[config.mk]
export PLATFORM = sky130hd
export DESIGN_NAME = mem_arbiter
export DESIGN_NICKNAME = d
export VERILOG_FILES = /design/src/rtl/mem_arbiter_pkg.sv /design/src/rtl/mem_arbiter_arb_rr2.sv /design/src/rtl/mem_arbiter.sv
export SDC_FILE = /design/constraint.sdc
export NUM_CORES = 1
export LEC_CHECK = 0
export ABC_CLOCK_PERIOD_IN_PS = 7800
export CORE_AREA = 3 3 120 134
export DETAILED_ROUTE_END_ITERATION = 8
export DIE_AREA = 0 0 123 137
export MAX_ROUTING_LAYER = met4
export PLACE_DENSITY_LB_ADDON = 0.05
export SETUP_SLACK_MARGIN = 0.15
export SLEW_MARGIN = 20
export SYNTH_ARGS = -nofsm -noshare
export SYNTH_HDL_FRONTEND = slang
export SYNTH_SLANG_ARGS = --single-unit
[constraint.sdc]
create_clock -name clk -period 7.8 [get_ports clk]
set_clock_uncertainty 0.05 [all_clocks]
set_input_delay 2.34 -clock clk [delete_from_list [all_inputs] [get_ports clk]]
set_output_delay 2.34 -clock clk [all_outputs]
set_load 0.005 [all_outputs]
[src/rtl/mem_arbiter_pkg.sv]
// Shared encodings for the memory arbiter: MMU access widths, FSM states and
// transaction-owner codes.
package mem_arbiter_pkg;

   localparam logic [1:0] MMU_WIDTH_BYTE = 2'd0;
   localparam logic [1:0] MMU_WIDTH_HALF = 2'd1;
   localparam logic [1:0] MMU_WIDTH_WORD = 2'd3;

   typedef enum logic [1:0] {
      ARB_IDLE  = 2'd0,
      ARB_ISSUE = 2'd1,
      ARB_WAIT  = 2'd2,
      ARB_RESP  = 2'd3
   } arb_state_e;

   localparam logic ARB_OWN_IF = 1'b0;
   localparam logic ARB_OWN_DM = 1'b1;

endpackage

[src/rtl/mem_arbiter_arb_rr2.sv]
// Two-requester round-robin picker. Bit 0 is fetch, bit 1 is data; a tie goes
// to the port that did not win the previous update.
module arb_rr2 (
   input  logic       clk,
   input  logic       reset,
   input  logic [1:0] req,
   input  logic       update,
   output logic [1:0] grant
);
   import mem_arbiter_pkg::*;

   logic last_grant_q;
   logic last_grant_d;

   always_comb begin
      grant = 2'b00;
      case (req)
         2'b01:   grant = 2'b01;
         2'b10:   grant = 2'b10;
         2'b11:   grant = (last_grant_q == ARB_OWN_DM) ? 2'b01 : 2'b10;
         default: grant = 2'b00;
      endcase
   end

   always_comb begin
      last_grant_d = last_grant_q;
      if (update && (grant != 2'b00)) begin
         last_grant_d = grant[1];
      end
   end

   always_ff @(posedge clk or posedge reset) begin
      if (reset) begin
         last_grant_q <= ARB_OWN_DM;
      end else begin
         last_grant_q <= last_grant_d;
      end
   end

endmodule

[src/rtl/mem_arbiter.sv]
// Arbitrates fetch and load/store requests onto the single MMU port: one issue
// cycle, wait for mmu_ready (or watchdog), then a one-cycle ack to the owner.
module mem_arbiter
   import mem_arbiter_pkg::*;
#(
   parameter int TIMEOUT = 16
) (
   input  logic        clk,
   input  logic        reset,
   input  logic        if_req,
   input  logic [31:0] if_addr,
   output logic        if_ack,
   output logic [31:0] if_rdata,
   output logic        if_err,
   input  logic        dm_req,
   input  logic        dm_we,
   input  logic        dm_signed,
   input  logic [1:0]  dm_width,
   input  logic [31:0] dm_addr,
   input  logic [31:0] dm_wdata,
   output logic        dm_ack,
   output logic [31:0] dm_rdata,
   output logic        dm_err,
   output logic        mmu_read_enable,
   output logic        mmu_write_enable,
   output logic        mmu_signed_read,
   output logic [1:0]  mmu_data_width,
   output logic [31:0] mmu_address,
   output logic [31:0] mmu_data_in,
   input  logic [31:0] mmu_data_out,
   input  logic        mmu_ready,
   output logic [1:0]  dbg_state
);

   arb_state_e  state_q, state_d;
   logic        owner_q, owner_d;
   logic        we_q, we_d;
   logic        signed_q, signed_d;
   logic [1:0]  width_q, width_d;
   logic [31:0] addr_q, addr_d;
   logic [31:0] wdata_q, wdata_d;
   logic [31:0] rdata_q, rdata_d;
   logic        err_q, err_d;
   logic [31:0] wd_cnt_q, wd_cnt_d;

   logic [1:0]  grant;
   logic        grant_update;

   assign grant_update = (state_q == ARB_IDLE) && mmu_ready;

   arb_rr2 u_rr (
      .clk    (clk),
      .reset  (reset),
      .req    ({dm_req, if_req}),
      .update (grant_update),
      .grant  (grant)
   );

   always_comb begin
      state_d  = state_q;
      owner_d  = owner_q;
      we_d     = we_q;
      signed_d = signed_q;
      width_d  = width_q;
      addr_d   = addr_q;
      wdata_d  = wdata_q;
      rdata_d  = rdata_q;
      err_d    = err_q;
      wd_cnt_d = wd_cnt_q;
      case (state_q)
         ARB_IDLE: begin
            if (grant_update && (grant != 2'b00)) begin
               state_d = ARB_ISSUE;
               if (grant[0]) begin
                  owner_d  = ARB_OWN_IF;
                  we_d     = 1'b0;
                  signed_d = 1'b0;
                  width_d  = MMU_WIDTH_WORD;
                  addr_d   = if_addr;
                  wdata_d  = 32'd0;
               end else begin
                  owner_d  = ARB_OWN_DM;
                  we_d     = dm_we;
                  signed_d = dm_signed;
                  width_d  = dm_width;
                  addr_d   = dm_addr;
                  wdata_d  = dm_wdata;
               end
            end
         end
         ARB_ISSUE: begin
            state_d = ARB_WAIT;
         end
         ARB_WAIT: begin
            if (mmu_ready) begin
               rdata_d = we_q ? 32'd0 : mmu_data_out;
               state_d = ARB_RESP;
            end else if ((TIMEOUT != 0) && (wd_cnt_q == 32'(TIMEOUT - 1))) begin
               // Watchdog expiry completes the transaction with an error flag.
               err_d   = 1'b1;
               rdata_d = 32'd0;
               state_d = ARB_RESP;
            end else begin
               wd_cnt_d = wd_cnt_q + 32'd1;
            end
         end
         ARB_RESP: begin
            state_d  = ARB_IDLE;
            wd_cnt_d = 32'd0;
            err_d    = 1'b0;
         end
         default: state_d = ARB_IDLE;
      endcase
   end

   always_ff @(posedge clk or posedge reset) begin
      if (reset) begin
         state_q  <= ARB_IDLE;
         owner_q  <= ARB_OWN_IF;
         we_q     <= 1'b0;
         signed_q <= 1'b0;
         width_q  <= 2'd0;
         addr_q   <= 32'd0;
         wdata_q  <= 32'd0;
         rdata_q  <= 32'd0;
         err_q    <= 1'b0;
         wd_cnt_q <= 32'd0;
      end else begin
         state_q  <= state_d;
         owner_q  <= owner_d;
         we_q     <= we_d;
         signed_q <= signed_d;
         width_q  <= width_d;
         addr_q   <= addr_d;
         wdata_q  <= wdata_d;
         rdata_q  <= rdata_d;
         err_q    <= err_d;
         wd_cnt_q <= wd_cnt_d;
      end
   end

   // Access attributes stay on the bus through WAIT: the MMU reads them combinationally.
   logic in_xact;
   logic resp;
   assign in_xact = (state_q == ARB_ISSUE) || (state_q == ARB_WAIT);
   assign resp    = (state_q == ARB_RESP);

   assign mmu_read_enable  = (state_q == ARB_ISSUE) && !we_q;
   assign mmu_write_enable = (state_q == ARB_ISSUE) && we_q;
   assign mmu_signed_read  = in_xact && signed_q;
   assign mmu_data_width   = in_xact ? width_q : 2'd0;
   assign mmu_address      = in_xact ? addr_q : 32'd0;
   assign mmu_data_in      = in_xact ? wdata_q : 32'd0;

   assign if_ack   = resp && (owner_q == ARB_OWN_IF);
   assign if_rdata = if_ack ? rdata_q : 32'd0;
   assign if_err   = if_ack && err_q;
   assign dm_ack   = resp && (owner_q == ARB_OWN_DM);
   assign dm_rdata = dm_ack ? rdata_q : 32'd0;
   assign dm_err   = dm_ack && err_q;

   assign dbg_state = state_q;

endmodule

==> impl_metrics.py <==
metrics = {
    "setup_path": {
        "critPathRequiredTime_ns": 5.41,
        "critPathMaxFanout": 35,
        "crit_type": "reg2out",
        "reg2regPathDepth": 5,
        "timing.rr.end": "rdata_q[19]",
        "reg2reg_setup_slack_ns": 4.38,
        "reg2reg_from": "wd_cnt_q[21]",
        "endpoint_kind": "output port",
        "worstPathArrival_ns": 2.95,
        "startpoint_type": "register",
    },
    "clock_network": {
        "root_buffer": "clkbuf_16",
        "post_cts_buffers": 0,
        "cts_buffers": 17,
        "tritoncts": "built",
        "cts_resized": 0,
        "cts_buffer_depth": 2,
        "insertion_delay_ns": 0.42,
        "cts.reportedPaths.clkPinSlew_ns": 0.06,
        "hold_buffers": 0,
        "htreeDepth": 4,
        "cts.sinks": 137,
    },
    "cells_and_area": {
        "final_util": 0.710,
        "antenna_cells": 0,
        "instances_no_fill": 1146,
        "finish.net_count": 1080,
        "area_growth_pct": 50.0,
        "final_common_cell": "clkdlybuf4s50_1",
        "num-fill-cells": 1094,
        "drive_gt1_frac": 0.0526,
        "fin_area_um2": 10600,
        "most-common-layout-cells": "275 x clkdlybuf4s50_1, 136 x dfrtp_1, 106 x and2_1",
    },
    "power_and_ir_drop": {
        "combinationalPowerShare": 0.425,
        "power_leakage_nw": 4.67,
        "switchingPower_w": 0.00121,
        "p_per_area_nw_per_um2": 350,
        "p_clk_frac": 0.252,
        "switching_share": 0.329,
        "vdd_drop_max_mv": 0.240,
        "p_seq_frac": 0.322,
        "p_int_w": 0.00248,
    },
    "synth": {
        "synth_edf_count": 0,
        "synth-seq-cells": 137,
        "synth_xor_area_frac": 0.0112,
        "syn_nets": 835,
        "ys_seq_area_frac": 0.487,
        "synthAdderAreaFrac": 0.0107,
        "syn-cell-area_um2": 7040,
        "synth_top_family_by_area": "simple AND/OR/NAND/NOR gates",
        "netlist_instances": 692,
        "synth-compound-area-share": 0.164,
        "synth_flop_cell": "dfrtp_1",
        "async_flop_share": 1.00,
        "ys_warn_count": 0,
        "synthSimpleGateAreaFrac": 0.230,
        "ys_types": 49,
        "synth.area.mux_share": 0.0554,
        "syn_avg_cell_area_um2": 10.2,
    },
    "place": {
        "gp_congestion": 0.840,
        "placed_area_um2": 9870,
        "dp_hpwl_um": 15800,
        "placed_cells": 1114,
        "detailedPlace.worstSlack_ns": 2.86,
        "portBuffers": 275,
    },
    "min_path": {
        "hold_depth": 2,
        "hold_start": "addr_q[31]",
        "hold_class": "reg2reg",
        "whs_endpoint": "addr_q[31]",
    },
    "timing": {
        "rsz0062_at_grt": "no",
        "finalCritPeriodShare": 0.684,
        "relSlewSlack": 0.269,
        "setup_violations": 0,
        "drv_slew": 0,
        "fin_crit_ns": 5.34,
        "finalSetupTns_ns": 0,
        "fin_ws_ns": 2.46,
        "clock.fmax_mhz": 187,
        "worst_slew_pin_slew_ns": 1.09,
        "hold_viol_final": 0,
    },
    "floorplan": {
        "fp-row-count": 47,
        "start_util": 0.473,
        "core_um2": 14900,
        "die_area_um2": 16900,
        "die_h_um": 137,
        "die_x_um": 123,
        "io_pins": 276,
    },
    "grt": {
        "track_usage": 0.276,
        "grt_pass1_wl_um": 35000,
        "grt-ovfl-total": 0,
        "antenna_found_initial": 0,
        "grt_pass1_vias": 6626,
        "grt_max_degree": 100,
    },
    "routing": {
        "drt_iter0_markers": 476,
        "first_pass_iters": 5,
        "via_per_inst": 5.60,
        "wl_per_cell_um": 19.4,
        "route.vias.total": 6420,
        "routed_wl_um": 22300,
        "drc": 0,
        "ant_nets": 0,
    },
    "job": {
        "cap_violations": 0,
    },
    "run_status": {
        "outcome": "complete, no violations",
    },
}
sequential cells by signal, summed over array words and instances, names as in the netlist, 2 cells and up:
| name | count |
|---|---|
| addr_q | 32 |
| dbg_state | 2 |
| rdata_q | 32 |
| wd_cnt_q | 32 |
| wdata_q | 32 |
| width_q | 2 |
stage by stage:
step	power, W	hold slack, ns
floorplan	0.00193	0.392
global placement	0.00272	0.404
detailed placement	0.00276	0.413
CTS	0.00371	0.427
global route	0.00390	0.446
finish	0.00369	0.423
worst max-delay path, cell delays in order, from the launching register on:
cell and delay [ns]:
dfrtp_1 0.41, inv_1 0.10, ha_1 0.83, buf_4 0.43, and2_1 0.22, clkdlybuf4s50_1 0.52
layer usage:
metal,global-route usage,up-vias,part of all wire
li1,-,2983,-
met1,0.323,3109,0.38
met2,0.465,286,0.52
met3,0.0752,42,0.076
met4,0.0855,0,0.023
met5,-,-,0
synth_stat cells (10+ instances only):
library cell	count	area [µm²]
nor2_1	18	67.6
o21ai_0	34	170
nand3_1	18	90.1
inv_1	13	48.8
mux2i_1	33	330
a22o_1	75	657
nand2_1	50	188
and2_1	107	669
nor4_1	10	62.6
nand4_1	14	87.6
and3_1	41	257
clkbuf_1	43	161
dfrtp_1	136	3400
a31oi_1	14	87.6
layout make-up:
class                   count  area (µm²)  area share
inverters                  13        53.8     0.00509
repair buffers            282        2810       0.266
clock buffers              21         470      0.0445
flip-flops and latches    137        3430       0.325
well taps                 196         245      0.0232
clock inverters            11         216      0.0205
multi-input cells         486        3340       0.316
logic make-up after synthesis:
logic type,count (synthesis)
adders and majority gates,6
AOI/OAI and AO/OA,151
DFF,137
and+or+nand+nor,283
xor gates and xnor gates,9
buffers and inverters,69
muxes,37
worst max-delay path by stage:
stage	endpoint	slack, ns	cells past startpoint	startpoint
after CTS	mmu_address[25]	2.44	5	dbg_state[0]
after global placement	wdata_q[13]	2.92	6	dm_req
after floorplan	addr_q[0]	1.74	1	reset
final	mmu_address[25]	2.46	5	dbg_state[0]
after global routing	mmu_address[25]	2.27	5	dbg_state[0]
after detailed placement	rdata_q[19]	2.86	4	mmu_ready
power groups by stage:
stage	clock network (W)	registers, W	logic [W]
2_1_floorplan	0	0.00110	0.000833
3_3_place_gp	0	0.00118	0.00154
3_5_place_dp	0	0.00119	0.00157
4_1_cts	0.000943	0.00119	0.00158
5_1_grt	0.000973	0.00122	0.00170
6_report	0.000931	0.00119	0.00157
(Power assumes the default switching activity.)
